--- src/rtl/serial_adder_sequencer_pkg.sv ---
// Shared types and sizing helpers for the serial 2-bit-slice adder sequencer.
package serial_adder_pkg;

  typedef enum logic [1:0] {IDLE, RUN, DONE} state_t;

  localparam int SLICE_W = 2;

  function automatic int n_slices(input int width);
    return width / SLICE_W;
  endfunction

endpackage

--- src/rtl/adder_slice2.sv ---
// Combinational 2-bit ripple slice built from two gate-level full adders.
module adder_slice2 (
  input  logic [1:0] a,
  input  logic [1:0] b,
  input  logic       c,
  output logic [1:0] sum,
  output logic       cout
);

  logic c1;

  assign sum[0] = a[0] ^ b[0] ^ c;
  assign c1     = (a[0] & b[0]) | (c & (a[0] ^ b[0]));
  assign sum[1] = a[1] ^ b[1] ^ c1;
  assign cout   = (a[1] & b[1]) | (c1 & (a[1] ^ b[1]));

endmodule

--- src/rtl/serial_adder_sequencer.sv ---
// Adds two WIDTH-bit operands through one shared 2-bit slice, LSB slice first; done N cycles after accept.
// Requests are taken only while ready; start during RUN/DONE is dropped, and results hold until the next op ends.
module serial_adder_sequencer
  import serial_adder_pkg::*;
#(
  parameter int WIDTH = 8
) (
  input  logic             clk,
  input  logic             rst,
  input  logic             start,
  input  logic [WIDTH-1:0] a,
  input  logic [WIDTH-1:0] b,
  input  logic             cin,
  output logic             ready,
  output logic             busy,
  output logic             done,
  output logic [WIDTH-1:0] sum,
  output logic             cout
);

  localparam int N     = n_slices(WIDTH);
  localparam int IDX_W = (N > 1) ? $clog2(N) : 1;
  localparam logic [IDX_W-1:0] IDX_LAST = IDX_W'(N - 1);

  state_t           state_q, state_d;
  logic [WIDTH-1:0] opa_q, opa_d;
  logic [WIDTH-1:0] opb_q, opb_d;
  logic [WIDTH-1:0] psum_q, psum_d;
  logic [WIDTH-1:0] sum_q, sum_d;
  logic [WIDTH-1:0] psum_shift;
  logic             carry_q, carry_d;
  logic             cout_q, cout_d;
  logic [IDX_W-1:0] idx_q, idx_d;
  logic [SLICE_W-1:0] slice_sum;
  logic             slice_cout;

  adder_slice2 u_slice (
    .a    (opa_q[SLICE_W-1:0]),
    .b    (opb_q[SLICE_W-1:0]),
    .c    (carry_q),
    .sum  (slice_sum),
    .cout (slice_cout)
  );

  // New slice enters at the top so the first (LSB) slice lands at bit 0 after N shifts.
  always_comb begin
    psum_shift = psum_q >> SLICE_W;
    psum_shift[WIDTH-1 -: SLICE_W] = slice_sum;
  end

  always_comb begin
    state_d = state_q;
    opa_d   = opa_q;
    opb_d   = opb_q;
    psum_d  = psum_q;
    carry_d = carry_q;
    idx_d   = idx_q;
    sum_d   = sum_q;
    cout_d  = cout_q;
    case (state_q)
      IDLE: begin
        if (start) begin
          opa_d   = a;
          opb_d   = b;
          carry_d = cin;
          idx_d   = '0;
          state_d = RUN;
        end
      end
      RUN: begin
        opa_d   = opa_q >> SLICE_W;
        opb_d   = opb_q >> SLICE_W;
        psum_d  = psum_shift;
        carry_d = slice_cout;
        idx_d   = idx_q + IDX_W'(1);
        if (idx_q == IDX_LAST) begin
          sum_d   = psum_shift;
          cout_d  = slice_cout;
          state_d = DONE;
        end
      end
      DONE:    state_d = IDLE;
      default: state_d = IDLE;
    endcase
  end

  always_ff @(posedge clk or posedge rst) begin
    if (rst) begin
      state_q <= IDLE;
      opa_q   <= '0;
      opb_q   <= '0;
      psum_q  <= '0;
      carry_q <= 1'b0;
      idx_q   <= '0;
      sum_q   <= '0;
      cout_q  <= 1'b0;
    end else begin
      state_q <= state_d;
      opa_q   <= opa_d;
      opb_q   <= opb_d;
      psum_q  <= psum_d;
      carry_q <= carry_d;
      idx_q   <= idx_d;
      sum_q   <= sum_d;
      cout_q  <= cout_d;
    end
  end

  assign ready = (state_q == IDLE);
  assign busy  = (state_q == RUN) || (state_q == DONE);
  assign done  = (state_q == DONE);
  assign sum   = sum_q;
  assign cout  = cout_q;

endmodule

--- config.mk ---
export PLATFORM = sky130hd
export DESIGN_NAME = serial_adder_sequencer
export DESIGN_NICKNAME = d
export VERILOG_FILES = /design/src/rtl/serial_adder_sequencer_pkg.sv /design/src/rtl/adder_slice2.sv /design/src/rtl/serial_adder_sequencer.sv
export SDC_FILE = /design/constraint.sdc
export NUM_CORES = 1
export LEC_CHECK = 0
export CAP_MARGIN = 20
export CORE_MARGIN = 2
export CORE_UTILIZATION = 56
export DETAILED_ROUTE_END_ITERATION = 16
export PLACE_DENSITY = 0.88
export SLEW_MARGIN = 40
export SYNTH_ARGS = -nofsm -noshare
export SYNTH_HDL_FRONTEND = slang
export SYNTH_SLANG_ARGS = --single-unit
--- constraint.sdc ---
create_clock -name clk -period 3.9 [get_ports clk]
set_input_delay 0.585 -clock clk [delete_from_list [all_inputs] [get_ports clk]]
set_output_delay 0.585 -clock clk [all_outputs]
set_load 0.02 [all_outputs]
Yosys cells after proc, flatten, opt, wreduce, memory -nomap -nowiden
Cells that the tools add are included.
Operators by class
  add/subtract/negate cells: 1
  eq/ne operators: 5
  multiplexer cells: 11
  bitwise logic cells: 10
  reduce and logical (&&, ||, !) cells: 6
Operators with widths (count)
  $pmux 8 s2: 2
  $mux 8: 2
  $pmux 2 s2: 2
  $mux 2: 3
  $reduce_and 2->1: 3
  $and 1x1->1: 4
  $eq 2x2->1 const B: 2
  $ne 2x2->1 const B: 2
  $xor 1x1->1: 4
  $add 2x1->2 const B: 1
  $eq 2x1->1 const B: 1
  $logic_not 2->1: 1
  $or 1x1->1: 2
  $pmux 1 s2: 1
  $reduce_bool 2->1: 1
  $logic_or 1x1->1: 1
  $mux 1: 1
Storage, ports and cells
  flip-flop bits (word level): 38
  input bits: 20
  output and inout bits: 12
  logic and storage cells: 41

Depth between registers and ports, before layout
Gate-level depths: netlist of the first run.
  depth in word-level cells: 6
  gate-level depth with buffers: 8
  mapped depth without buffers: 6

Hierarchy
A second synthesis of the first run with hierarchy kept.
Unflattened totals
  cell total of the unflattened synthesis: 154
  area total of the unflattened synthesis: 1737.9 um^2
By module, submodules not included
  serial_adder_sequencer: instances 1, cells an instance 144, area an instance 1667.8 um^2, sequential area each 900.9 um^2
  adder_slice2: instances 1, cells an instance 10, area an instance 70.1 um^2, sequential area each 0.0 um^2

Worst setup path after synthesis of the first run
No wires, ideal clock.
  path kind: register to register
  start: reg opa_q[0]
  end: reg carry_q
  library setup time: 0.094 ns
  arrival: 1.530 ns
  required time: 3.806 ns
  setup slack: 2.276 ns
  cell stages (with the launch flop): 6
  buffers on the path: 0
  clock period less this slack: 1.624 ns
  cell sequence: dfrtp_1 inv_1 fa_1 fa_1 and3_1 a211oi_1
Between the ends
  cells in the longest elaborated chain, start to end: 6
  elaborated cells on any way between the ends: 7
  classes of those cells: mux: 1; bitwise: 6
RTL lines
  start: declaration: RTL line serial_adder_sequencer.sv:26  | logic [WIDTH-1:0] opa_q, opa_d;
  start signal: assignment: RTL line serial_adder_sequencer.sv:99  | opa_q <= opa_d;
  $xor 1x1->1: RTL line adder_slice2.sv:13  | assign c1 = (a[0] & b[0]) | (c & (a[0] ^ b[0]));
  $and 1x1->1: RTL line adder_slice2.sv:13
  $or 1x1->1 *: RTL line adder_slice2.sv:13
  $and 1x1->1 *: RTL line adder_slice2.sv:15  | assign cout = (a[1] & b[1]) | (c1 & (a[1] ^ b[1]));
  $or 1x1->1 *: RTL line adder_slice2.sv:15
  $pmux 1 s2 *: RTL line serial_adder_sequencer.sv:60  | case (state_q)
  end signal: assignment: RTL line serial_adder_sequencer.sv:102  | carry_q <= carry_d;
  end: declaration: RTL line serial_adder_sequencer.sv:31  | logic carry_q, carry_d;
Every way passes the cells marked *; elsewhere a longest branch is shown, timed or not.
A chain may end at the register's enable or synchronous reset.

Worst setup path after layout of the first run
  start: reg state_q[0]
  end: out ready
Between the ends
  cells in the longest elaborated chain, start to end: 1
RTL lines
  start: declaration: RTL line serial_adder_sequencer.sv:25  | state_t state_q, state_d;
  start signal: assignment: RTL line serial_adder_sequencer.sv:98  | state_q <= state_d;
  $logic_not 2->1: RTL line serial_adder_sequencer.sv:109  | assign ready = (state_q == IDLE);
  end: declaration: RTL line serial_adder_sequencer.sv:14  | output logic ready,
Every way passes these cells.

==> results of run 1 <==
## critical path, cell delays in order (launching register included)
cell	delay, ps
sky130_fd_sc_hd__dfrtp_1	400
sky130_fd_sc_hd__inv_1	100
sky130_fd_sc_hd__ha_1	160
sky130_fd_sc_hd__buf_4	330
sky130_fd_sc_hd__clkdlybuf4s50_1	680
## kinds of logic (layout without fill, tap and decap cells)
group | Yosys count | after routing | synth area share (%)
AOI/OAI and AO/OA | 61 | 61 | 19.2
xor gates and xnor gates | 1 | 1 | 0.464
adders and majority gates | 6 | 6 | 4.77
buffers and inverters | 30 | 58 | 9.01
DFF | 36 | 36 | 47.7
muxes | 22 | 22 | 14.4
and+or+nand+nor | 16 | 16 | 4.44
## Yosys cell counts, types with 2 or more instances
master and count:
sky130_fd_sc_hd__a21oi_1 18, sky130_fd_sc_hd__a22o_1 3, sky130_fd_sc_hd__buf_2 4, sky130_fd_sc_hd__buf_4 2
sky130_fd_sc_hd__buf_6 3, sky130_fd_sc_hd__buf_8 2, sky130_fd_sc_hd__clkbuf_1 2, sky130_fd_sc_hd__dfrtp_1 36
sky130_fd_sc_hd__fa_1 2, sky130_fd_sc_hd__ha_1 4, sky130_fd_sc_hd__inv_1 16, sky130_fd_sc_hd__mux2_2 14
sky130_fd_sc_hd__mux2_4 7, sky130_fd_sc_hd__nand2_1 7, sky130_fd_sc_hd__nor2_1 3, sky130_fd_sc_hd__o21ai_0 9
sky130_fd_sc_hd__o22ai_1 27
## placed cells by master (no fill, tap or decap), drive strengths merged
cell	synthesis	routed
inv	16	16
nor2	3	3
xnor2	1	1
clkdlybuf4s50	0	30
dfrtp	36	36
or2	1	1
o21ai	9	9
nand2b	2	2
o21a	1	1
clkinv	0	1
a22o	3	3
and3	1	1
nand2	7	7
mux2	21	21
a211oi	1	1
ha	4	4
clkbuf	2	6
bufinv	0	1
buf	12	4
nand3b	1	1
mux2i	1	1
a32oi	1	1
o32ai	1	1
nor2b	1	1
fa	2	2
a21oi	18	18
o22ai	27	27
## power by group through the flow
| stage | Sequential, mW | Combinational (mW) | Clock (mW) |
|---|---|---|---|
| floorplan | 0.727 | 0.871 | 0 |
| global placement | 0.688 | 1.08 | 0 |
| detailed placement | 0.709 | 1.14 | 0 |
| CTS | 0.699 | 1.15 | 0.266 |
| global route | 0.724 | 1.25 | 0.277 |
| finish | 0.698 | 1.14 | 0.259 |
## state kept, by name, summed over array words and instances, names as in the netlist
name / cells
carry_q: 1
cout: 1
idx_q: 2
opa_q: 8
opb_q: 8
psum_q: 6
state_q: 2
sum: 8
## per-layer routing
metal  vias to the layer above  wire [um]
li1                        669          -
met1                       695       1480
met2                        47       1910
met3                         5        176
met4                         0         59
met5                         -          0
## how the worst max path moves through the flow
stage | start | endpoint | slack (ps)
finish | state_q[0] | ready | 1300
global route | state_q[0] | ready | 1220
CTS | state_q[0] | ready | 1280
detailed placement | start | opa_q[2] | 1310
global placement | start | opb_q[5] | 1440
floorplan | opa_q[0] | carry_q | 2280
## layout make-up
class,instances,area (sq um)
Fill cell,241,1040
Sequential cell,36,901
Multi-Input combinational cell,106,818
Timing Repair Buffer,34,328
Inverter,16,60.1
Tap cell,46,57.6
Clock buffer,6,41.3
Clock inverter,2,35.0
## per-stage QoR
| step | instances | power, mW | setup WS (ps) |
|---|---|---|---|
| finish | 246 | 2.10 | 1300 |
| global route | 246 | 2.25 | 1220 |
| detailed placement | 238 | 1.85 | 1310 |
| CTS | 246 | 2.11 | 1280 |
| global placement | 238 | 1.77 | 1440 |
| floorplan | 172 | 1.60 | 2280 |
==> results summary, run 1 <==
The run finished with clean final reports. The number of setup buffers added after CTS is 0. Across the VDD grid, the largest voltage drop is 407 uV. The global routing met1 resource utilization is 24.4%. CTS placed an instance of sky130_fd_sc_hd__clkbuf_4 at the clock tree root. The worst reg2reg path depth is 6. The worst hold path depth came out at 2. The clock drives 36 sinks.

The number of storage elements in the synthesis netlist came out at 36. The biggest area contributor in the post-synthesis netlist is sky130_fd_sc_hd__dfrtp_1. In this run the critical register-to-register path is launched from state_q[1]. STA classifies the critical path startpoint as a flip-flop. The global-route wire length before repair is 5530 um. The hold-critical path endpoint is sum[7]. Global routing consumed, over all layers together, 20.1% of the routing resources. The number of gates given a new drive strength after cts came out at 0. The data arrival time of the worst path came out at 2020 ps.

The total negative slack for setup checks came out at 0 ps. The number of hold buffers added after CTS was 0. Global routing used approximately a third of the available met2 tracks. The switching part of the total came out at 39.5%. The detailed-route DRC error count is 0. The final clock skew is between 4 and 5 ps. The routed wire length is 3620 um. The largest net degree at the start of global routing came out at 38.

The H-tree depth came out at 2. The leakage dissipation came out at 0.967 nW. The total global routing overflow came out at 0. The final critical path takes up 66.7% of the cycle. The number of iterations in the first detailed-routing pass came out at 4.

The end-of-flow core utilization came out at 68.2%. The number of max-slew violations in the final report is 0. The maximum buffer depth of the clock tree is 2. The placed instances occupy a cell area of 2170 sq um. The antenna violation net count after detailed routing came out at 0. Headroom to the max-slew limit came out at between 60% and 70%. Per report_power, the sequential group accounts for 33.2% of the total. The number of max-cap violations is 0. The count of vias placed by the detailed router came out at 1416. The minimum hold slack came out at 499 ps. Counting every net in the synthesized netlist gives 198. The worst setup path is captured at an output port. The iteration-0 DRC count of the detailed router came out at 64. For this design the ratio of total power to cell area is 937 nW/um^2. After clock tree synthesis, the clock-pin slew on the worst setup and hold paths is 110 ps.

The final weighted congestion in routability-driven placement is 0.768. The post-synthesis cell count is between 150 and 200. For this run, the leading register cell type out of synthesis is sky130_fd_sc_hd__dfrtp_1.

The register area share after synthesis is around 48%. For this run, global-route usage on met3 was measured as 5.59%. The final-report hold violation count came out at 0. The part of the power in the clock network came out at roughly 12%. The type of the tightest min-delay check is reg -> reg. The class of the most critical setup path is reg -> out. The number of failing setup endpoints in the final timing report is 0. The final antenna diode count is 0.

After routing the design area is 2240 sq um. The reg-to-reg setup timing slack came out at 1780 ps. The floorplan step defined a die boundary enclosing 3850 sq um.

After synthesis, the mean cell area works out to 11.0 sq um. The clock latency of the later-clocked register in the worst-skew pair came out at 350 ps. The area of the mapped netlist came out at approximately 1900 sq um.

TritonCTS created 5 clock buffers. The post-layout minimum cycle time is 2600 ps. The width of the die is 62.1 um.

For this configuration, the core starts out at a cell density of a little under three fifths. The floorplan die height is 62.1 um. The post-detailed-route via-to-cell ratio came out at 5.76. In this run the most used layer during global routing was met2. The number of global-route vias before repair is 1262. The Yosys step of the flow raised 0 warnings.

The TritonCTS clock tree is yes. The timing-limited maximum frequency is about 380 MHz. Yosys attributes the largest share of cell area to sky130_fd_sc_hd__dfrtp_1, sky130_fd_sc_hd__o22ai_1, sky130_fd_sc_hd__mux2_2.

Of the cells placed in the final design, the portion with a size suffix greater than 1 is about 17%. After detailed routing, the average wire length per cell comes to approximately 15 um. The total I/O pin count is 32. The switching power total came out at 0.830 mW. The proportion of power drawn by combinational gates is between 50% and 60%. After synthesis, the share of flip-flops with an asynchronous set or reset is 100%.

The net count of the finished layout is approximately 230. The destination of the worst register-to-register timing path is opa_q[2]. The internal portion of the total power is 1.27 mW. The port buffer count came out at 31. Setup repair after global routing left no endpoint under its margin. The startpoint identified for the worst hold timing path is sum[7]. Yosys mapped the design onto 30 distinct sky130hd cell types.

The placeable core region is 3280 sq um. The actual transition at the worst max-transition pin came out at 486 ps. The number of flops mapped to enable cells by yosys came out at 0. The growth of design area from synthesis to finish came out at 18.6%. The initialized floorplan defines 21 standard-cell rows.

The top cell type's share of synthesized area came out at 47.7%. Detailed placement ended at an HPWL of roughly 2500 um. The maximum fanout along the worst path is 37. STA puts the critical path data required time at 3310 ps. The number of antenna violations at the first check in global routing was 0.
No activity file was read; power rests on OpenSTA's default activity.
==> run 2: changes to the inputs <==
--- a/config.mk
+++ b/config.mk
@@ -7,9 +7,9 @@
 export LEC_CHECK = 0
 export CAP_MARGIN = 20
 export CORE_MARGIN = 2
-export CORE_UTILIZATION = 56
+export CORE_UTILIZATION = 47
 export DETAILED_ROUTE_END_ITERATION = 16
-export PLACE_DENSITY = 0.88
+export PLACE_DENSITY = 0.79
 export SLEW_MARGIN = 40
 export SYNTH_ARGS = -nofsm -noshare
 export SYNTH_HDL_FRONTEND = slang
==> constraint.sdc (replaced) <==
create_clock -name clk -period 2.1 [get_ports clk]
set_input_delay 0.315 -clock clk [delete_from_list [all_inputs] [get_ports clk]]
set_output_delay 0.315 -clock clk [all_outputs]
set_load 0.02 [all_outputs]
==> results summary, run 2 (same netlist as run 1, synthesis figures left out) <==
The number of gates given a new drive strength after cts is 0 (unchanged). The area occupied by multi-input gates is 818 sq um (unchanged). Outcome: completed (unchanged). The clock latency of the later-clocked register in the worst-skew pair is 290 ps (was 350 ps). The area occupied by registers came out at 901 sq um (unchanged).

Ordered cell list for the critical path: inv_1, ha_1, clkdlybuf4s50_1 (was inv_1, ha_1, buf_4, clkdlybuf4s50_1). The number of setup buffers added after CTS came out at 0 (unchanged). The clock transition time at the flip-flop clock pins of the worst setup and hold paths is 70 ps (was 110 ps). The class of the most critical setup path is reg -> out (unchanged). The TritonCTS clock tree is yes (unchanged). The final antenna diode count is 0 (unchanged). The power density normalized to cell area came out at 1760 nW/um^2 (was 937 nW/um^2). The timing-limited maximum frequency came out at 525 MHz. The routed length per placed instance came out at 14.5 um (was 14.7 um). The global router's overall resource usage is 18.7% (was 20.1%). The number of cells in the finished layout apart from fillers was 252 (was 246). The number of iterations in the first detailed-routing pass came out at 4 (unchanged). The H-tree depth was 2 (unchanged). The number of antenna violations at the first check in global routing came out at 0 (unchanged). The final-layout fill cell count was 327 (was 241). The final weighted congestion in routability-driven placement is 0.734 (was 0.768).

The starting density of the core is 47.9% (was 57.5%). The hold buffer count at CTS was 0 (unchanged). The detailed-route DRC error count is 0 (unchanged). The root buffer selected by CTS was sky130_fd_sc_hd__clkbuf_8 (was sky130_fd_sc_hd__clkbuf_4). The width of the die is 67.4 um (was 62.1 um).

The cell with the largest stage delay on the worst path is sky130_fd_sc_hd__clkdlybuf4s50_1 (unchanged). The leading cell type in the layout, fill and taps excluded is sky130_fd_sc_hd__dfrtp_1 (unchanged). The clock sink total is 36 (unchanged). The number of global-route vias before repair came to 1348 (was 1262). The total half-perimeter wirelength after legalization and detailed placement is 2420 um (was 2520 um). The port buffer count is 31 (unchanged). The kind of start point of the critical path was a flip-flop (unchanged). The number of max-slew violations in the final report is 0 (unchanged).

The post-detailed-route via-to-cell ratio came out at 5.56 (was 5.76). The number of rows in the core area came to 23 (was 21). The placeable core region was 3940 sq um (was 3280 sq um). The count of vias placed by the detailed router came out at 1401 (was 1416). The max-slew headroom at the worst pin is 69.3% (was 67.6%).

The global-route wire length before repair came to 6240 um (was 5530 um). The number of CTS-inserted buffers is 5 (unchanged). The floorplan die height came out at 67.4 um (was 62.1 um). The number of failing setup endpoints in the final timing report is 0 (unchanged). The endpoint required time on the critical path is 1780 ps (was 3310 ps). The iteration-0 DRC count of the detailed router is 128 (was 64). The number of max-cap violations is 0 (unchanged).

The reg-to-reg setup timing slack was 330 ps (was 1780 ps). The post-route standard cell area excluding fillers is 2310 sq um (was 2240 sq um). The maximum fanout along the worst path is 3 (was 37). The actual transition at the worst max-transition pin came out at 460 ps (was 486 ps). The delay of the slowest cell on the worst path came out at 590 ps (was 680 ps). The overall die area is 4540 sq um (was 3850 sq um). The worst reg2reg path depth is 6 (unchanged). The worst supply voltage drop on vdd is 751 uV (was 407 uV). The growth of design area from synthesis to finish is 22.3% (was 18.6%).

The antenna violation net count after detailed routing was 0 (unchanged). The nature of the critical path endpoint is an output port (unchanged). Most used cells in the layout excluding fill and tap cells: sky130_fd_sc_hd__dfrtp_1, sky130_fd_sc_hd__clkdlybuf4s50_1, sky130_fd_sc_hd__o22ai_1, sky130_fd_sc_hd__a21oi_1, sky130_fd_sc_hd__inv_1 (unchanged). The data arrival time of the worst path was 1590 ps (was 2020 ps). The final-report hold violation count came out at 0 (unchanged). The share of the cycle needed by the critical path after routing came out at 90.7%. The leakage dissipation came out at 0.993 nW (was 0.967 nW).

The total I/O pin count is 32 (unchanged). The maximum buffer depth of the clock tree was 2 (unchanged). Subtracting the final worst setup slack from the clock period gives 1910 ps.

The proportion of layout cells with a drive suffix above 1 is 16.8% (was 16.5%). The total global routing overflow is 0 (unchanged). The total instance count after detailed placement came to 244 (was 238). The largest net degree at the start of global routing is 37 (was 38). The minimum setup slack after placement came out at 283 ps (was 1310 ps). The routed wire length was 3660 um (was 3620 um). The net count of the finished layout is 227 (was 225). Unrepaired setup endpoints after global routing: false (unchanged). The placed instance area is 2200 sq um (was 2170 sq um).

The final clock skew came out at 6.62 ps (was 4.03 ps). The total negative slack for setup checks came out at 0 ps (unchanged). The final worst-path setup slack is 194 ps (was 1300 ps). The type of the tightest min-delay check is in -> async (was reg -> reg).
-- run 2: cell count changes in the layout (fill, tap and decap cells not counted), sizes merged --
cell and delta:
buf +1, clkdlybuf4s50 +1
-- run 2: metrics by stage --
stage | hold WS [ps] | power [mW] | utilization, %
2_1_floorplan | 460 | 2.97 | -
4_1_cts | 443 | 4.09 | 58.6
3_5_place_dp | 491 | 3.47 | 55.9
3_3_place_gp | 461 | 3.38 | 55.9
5_1_grt | 504 | 4.39 | 58.6
6_report | 421 | 4.06 | 58.6
-- run 2: routing by layer --
metal	vias up	GRT usage [%]	share of wire, %
met4	0	7.65	1.6
met3	7	5.50	3.7
met1	692	24.0	43
li1	673	-	-
met5	-	0	0
met2	29	29.6	52
-- run 2: cell type report --
cell class,count,share of cell area (%)
inverters,16,2.60
multi-input cells,106,35.4
flip-flops and latches,36,39.0
well taps,50,2.71
clock inverters,2,1.52
repair buffers,36,15.6
clock buffers,6,3.14
-- run 2: power breakdown --
part	switching, mW	internal (mW)
clock network	0.252	0.352
logic	1.05	1.10
registers	0.249	1.05
-- run 2: final timing paths --
check                      endpoint        from
setup / recovery               busy  state_q[0]
hold / removal                 cout         rst
setup reg to reg            carry_q    opa_q[0]
hold reg to reg              sum[4]      sum[4]
max in group asynchronous  opa_q[3]         rst
min in group clk             sum[4]      sum[4]
-- run 2: critical path, delay by kind of cell (launching register included) --
family,cells,cell delay [ps]
fa+ha+maj,1,280
buf+inv,2,670
flops,1,350
==> run 3: changes to the inputs <==
--- a/config.mk
+++ b/config.mk
@@ -7,9 +7,9 @@
 export LEC_CHECK = 0
 export CAP_MARGIN = 20
 export CORE_MARGIN = 2
-export CORE_UTILIZATION = 47
+export CORE_UTILIZATION = 56
 export DETAILED_ROUTE_END_ITERATION = 16
-export PLACE_DENSITY = 0.79
+export PLACE_DENSITY = 0.88
 export SLEW_MARGIN = 40
 export SYNTH_ARGS = -nofsm -noshare
 export SYNTH_HDL_FRONTEND = slang
==> constraint.sdc (replaced) <==
create_clock -name clk -period 2.3 [get_ports clk]
set_input_delay 0.345 -clock clk [delete_from_list [all_inputs] [get_ports clk]]
set_output_delay 0.345 -clock clk [all_outputs]
set_load 0.02 [all_outputs]
==> results summary, run 3 (same netlist as run 1, synthesis figures left out) <==
The type of the tightest min-delay check is in -> async (unchanged). The number of gates given a new drive strength after cts came to 0 (unchanged). The clock transition time at the flip-flop clock pins of the worst setup and hold paths was 100 ps (was 70 ps). The maximum buffer depth of the clock tree came out at 2 (unchanged).

The number of rows in the core area came out at 21 (was 23). The reg-to-reg setup timing slack is 520 ps (was 330 ps). The starting density of the core was 57.5% (was 47.9%). The post-route standard cell area excluding fillers is 2240 sq um (was 2310 sq um). The post-detailed-route via-to-cell ratio was 5.81 (was 5.56). The growth of design area from synthesis to finish came out at 18.7% (was 22.3%). The H-tree depth is 2 (unchanged). The routed wire length is 3630 um (was 3660 um). The number of max-cap violations is 0 (unchanged). The placed instance area is 2180 sq um (was 2200 sq um). The final antenna diode count came to 0 (unchanged). The launch instance of the worst register-to-register path is state_q[1] (was opa_q[0]). The global-route wire length before repair came out at 5800 um (was 6240 um). The iteration-0 DRC count of the detailed router came out at 78 (was 128).

The number of failing setup endpoints in the final timing report came to 0 (unchanged). The width of the die came out at 62.1 um (was 67.4 um). The data arrival time of the worst path is 1640 ps (was 1590 ps). The end-of-flow core utilization was 68.3% (was 58.6%). The sequential share of power came out at 34.2% (was 32.0%).

The power density normalized to cell area came out at 1550 nW/um^2 (was 1760 nW/um^2). The proportion of power drawn by combinational gates was 55.9% (was 53.1%). The number of global-route vias before repair was 1358 (was 1348). The internal power is 2.09 mW (was 2.50 mW).

The area occupied by registers is 901 sq um (unchanged). The hold buffer count at CTS came out at 0 (unchanged). The destination of the worst register-to-register timing path was opb_q[0] (was carry_q). The leakage dissipation is 0.967 nW (was 0.993 nW). The share of the cycle needed by the critical path after routing is between 80% and 90%. The number of setup buffers added after CTS came out at 0 (unchanged). The worst supply voltage drop on vdd is 700 uV (was 751 uV). The proportion of layout cells with a drive suffix above 1 came out at 16.3% (was 16.8%). The clock latency of the later-clocked register in the worst-skew pair came out at 340 ps (was 290 ps). The switching power total is 1.39 mW (was 1.56 mW). The routed length per placed instance was 14.6 um (was 14.5 um). The post-layout minimum cycle time came out at approximately 2000 ps. The switching part of the total is 39.9% (was 38.3%). The TritonCTS clock tree is yes (unchanged). The largest net degree at the start of global routing is 37 (unchanged). The final clock skew came out at 9.63 ps (was 6.62 ps). Most used cells in the layout excluding fill and tap cells: sky130_fd_sc_hd__dfrtp_1, sky130_fd_sc_hd__clkdlybuf4s50_1, sky130_fd_sc_hd__o22ai_1, sky130_fd_sc_hd__a21oi_1, sky130_fd_sc_hd__inv_1 (unchanged).

The final-layout fill cell count is 259 (was 327). The leading cell type in the layout, fill and taps excluded is sky130_fd_sc_hd__dfrtp_1 (unchanged). The number of iterations in the first detailed-routing pass was 4 (unchanged). The total half-perimeter wirelength after legalization and detailed placement came out at 2580 um (was 2420 um). The area occupied by multi-input gates is 818 sq um (unchanged).

The max-slew headroom at the worst pin came out at 70.1% (was 69.3%). The worst reg2reg path depth is 6 (unchanged). The part of the power in the clock network is 9.9% (was 14.9%). The clock sink total came to 36 (unchanged). The detailed-route DRC error count is 0 (unchanged). The actual transition at the worst max-transition pin is 449 ps (was 460 ps). The final-report hold violation count came out at 0 (unchanged). The number of antenna violations at the first check in global routing is 0 (unchanged).

Unrepaired setup endpoints after global routing: false (unchanged). The number of max-slew violations in the final report came to 0 (unchanged). The total I/O pin count is 32 (unchanged).

The kind of start point of the critical path is a flip-flop (unchanged). The endpoint required time on the critical path came out at 1960 ps (was 1780 ps). The placeable core region came to 3280 sq um (was 3940 sq um). The count of vias placed by the detailed router came out at 1442 (was 1401). The final worst-path setup slack was 312 ps (was 194 ps). The antenna violation net count after detailed routing was 0 (unchanged). The timing-limited maximum frequency is between 500 and 600 MHz. The nature of the critical path endpoint is an output port (unchanged). The total chip power is 3.48 mW (was 4.06 mW). The class of the most critical setup path was reg -> out (unchanged). The port buffer count came to 31 (unchanged). The global router's overall resource usage came to 20.8% (was 18.7%). The total negative slack for setup checks came out at 0 ps (unchanged). The net count of the finished layout is 227 (unchanged).

The final weighted congestion in routability-driven placement came out at 0.819 (was 0.734). The root buffer selected by CTS is sky130_fd_sc_hd__clkbuf_4 (was sky130_fd_sc_hd__clkbuf_8). The minimum setup slack after placement is 502 ps (was 283 ps).

The overall die area is 3850 sq um (was 4540 sq um). The maximum fanout along the worst path came out at 3 (unchanged). The number of CTS-inserted buffers is 5 (unchanged). Outcome: completed (unchanged).

The floorplan die height came to 62.1 um (was 67.4 um). The total global routing overflow is 0 (unchanged).
[run 3: cell types whose count changed in the layout (fill, tap and decap cells not counted)]
cell                        before  now
sky130_fd_sc_hd__clkbuf_4        0    5
sky130_fd_sc_hd__clkbuf_8        5    1
sky130_fd_sc_hd__buf_12          1    0
sky130_fd_sc_hd__buf_4           4    5
sky130_fd_sc_hd__bufinv_16       1    0
sky130_fd_sc_hd__clkbuf_1        1    2
sky130_fd_sc_hd__clkinv_2        1    0
[run 3: final cells by class]
class / count / area share (%)
Clock buffer: 8 / 2.62
Tap cell: 46 / 2.57
Timing Repair Buffer: 36 / 15.5
Multi-Input combinational cell: 106 / 36.5
Sequential cell: 36 / 40.2
Inverter: 16 / 2.68
[run 3: worst max-delay path by stage]
stage	from	end	cells after the start
6_report	state_q[0]	busy	3
5_1_grt	state_q[0]	busy	3
4_1_cts	state_q[0]	busy	3
3_5_place_dp	start	opb_q[5]	5
3_3_place_gp	start	opb_q[1]	5
2_1_floorplan	opa_q[0]	carry_q	5
[run 3: metal layers]
metal  part of all wire, %  track usage [%]  routed length, um
met4                  0.69             8.21                 25
met1                    40             24.0               1460
met2                    53             36.5               1940
met5                     0                0                  0
met3                   5.5             5.59                201
[run 3: critical path, cell delays in order, from the launching register on]
cell,delay (ps)
sky130_fd_sc_hd__dfrtp_1,370
sky130_fd_sc_hd__inv_1,80
sky130_fd_sc_hd__ha_1,280
sky130_fd_sc_hd__clkdlybuf4s50_1,590
[run 3: power groups by stage]
| stage | Sequential (mW) | Clock, mW | Combinational [mW] |
|---|---|---|---|
| CTS | 1.19 | 0.358 | 1.96 |
| floorplan | 1.23 | 0 | 1.48 |
| detailed placement | 1.21 | 0 | 1.95 |
| global placement | 1.17 | 0 | 1.86 |
| global route | 1.23 | 0.395 | 2.14 |
| finish | 1.19 | 0.343 | 1.95 |
[run 3: per-stage QoR]
stage                     hold WS, ps  std cells
after global placement            461        240
after CTS                         409        248
after global routing              433        248
final                             406        248
after floorplan                   465        172
after detailed placement          482        240
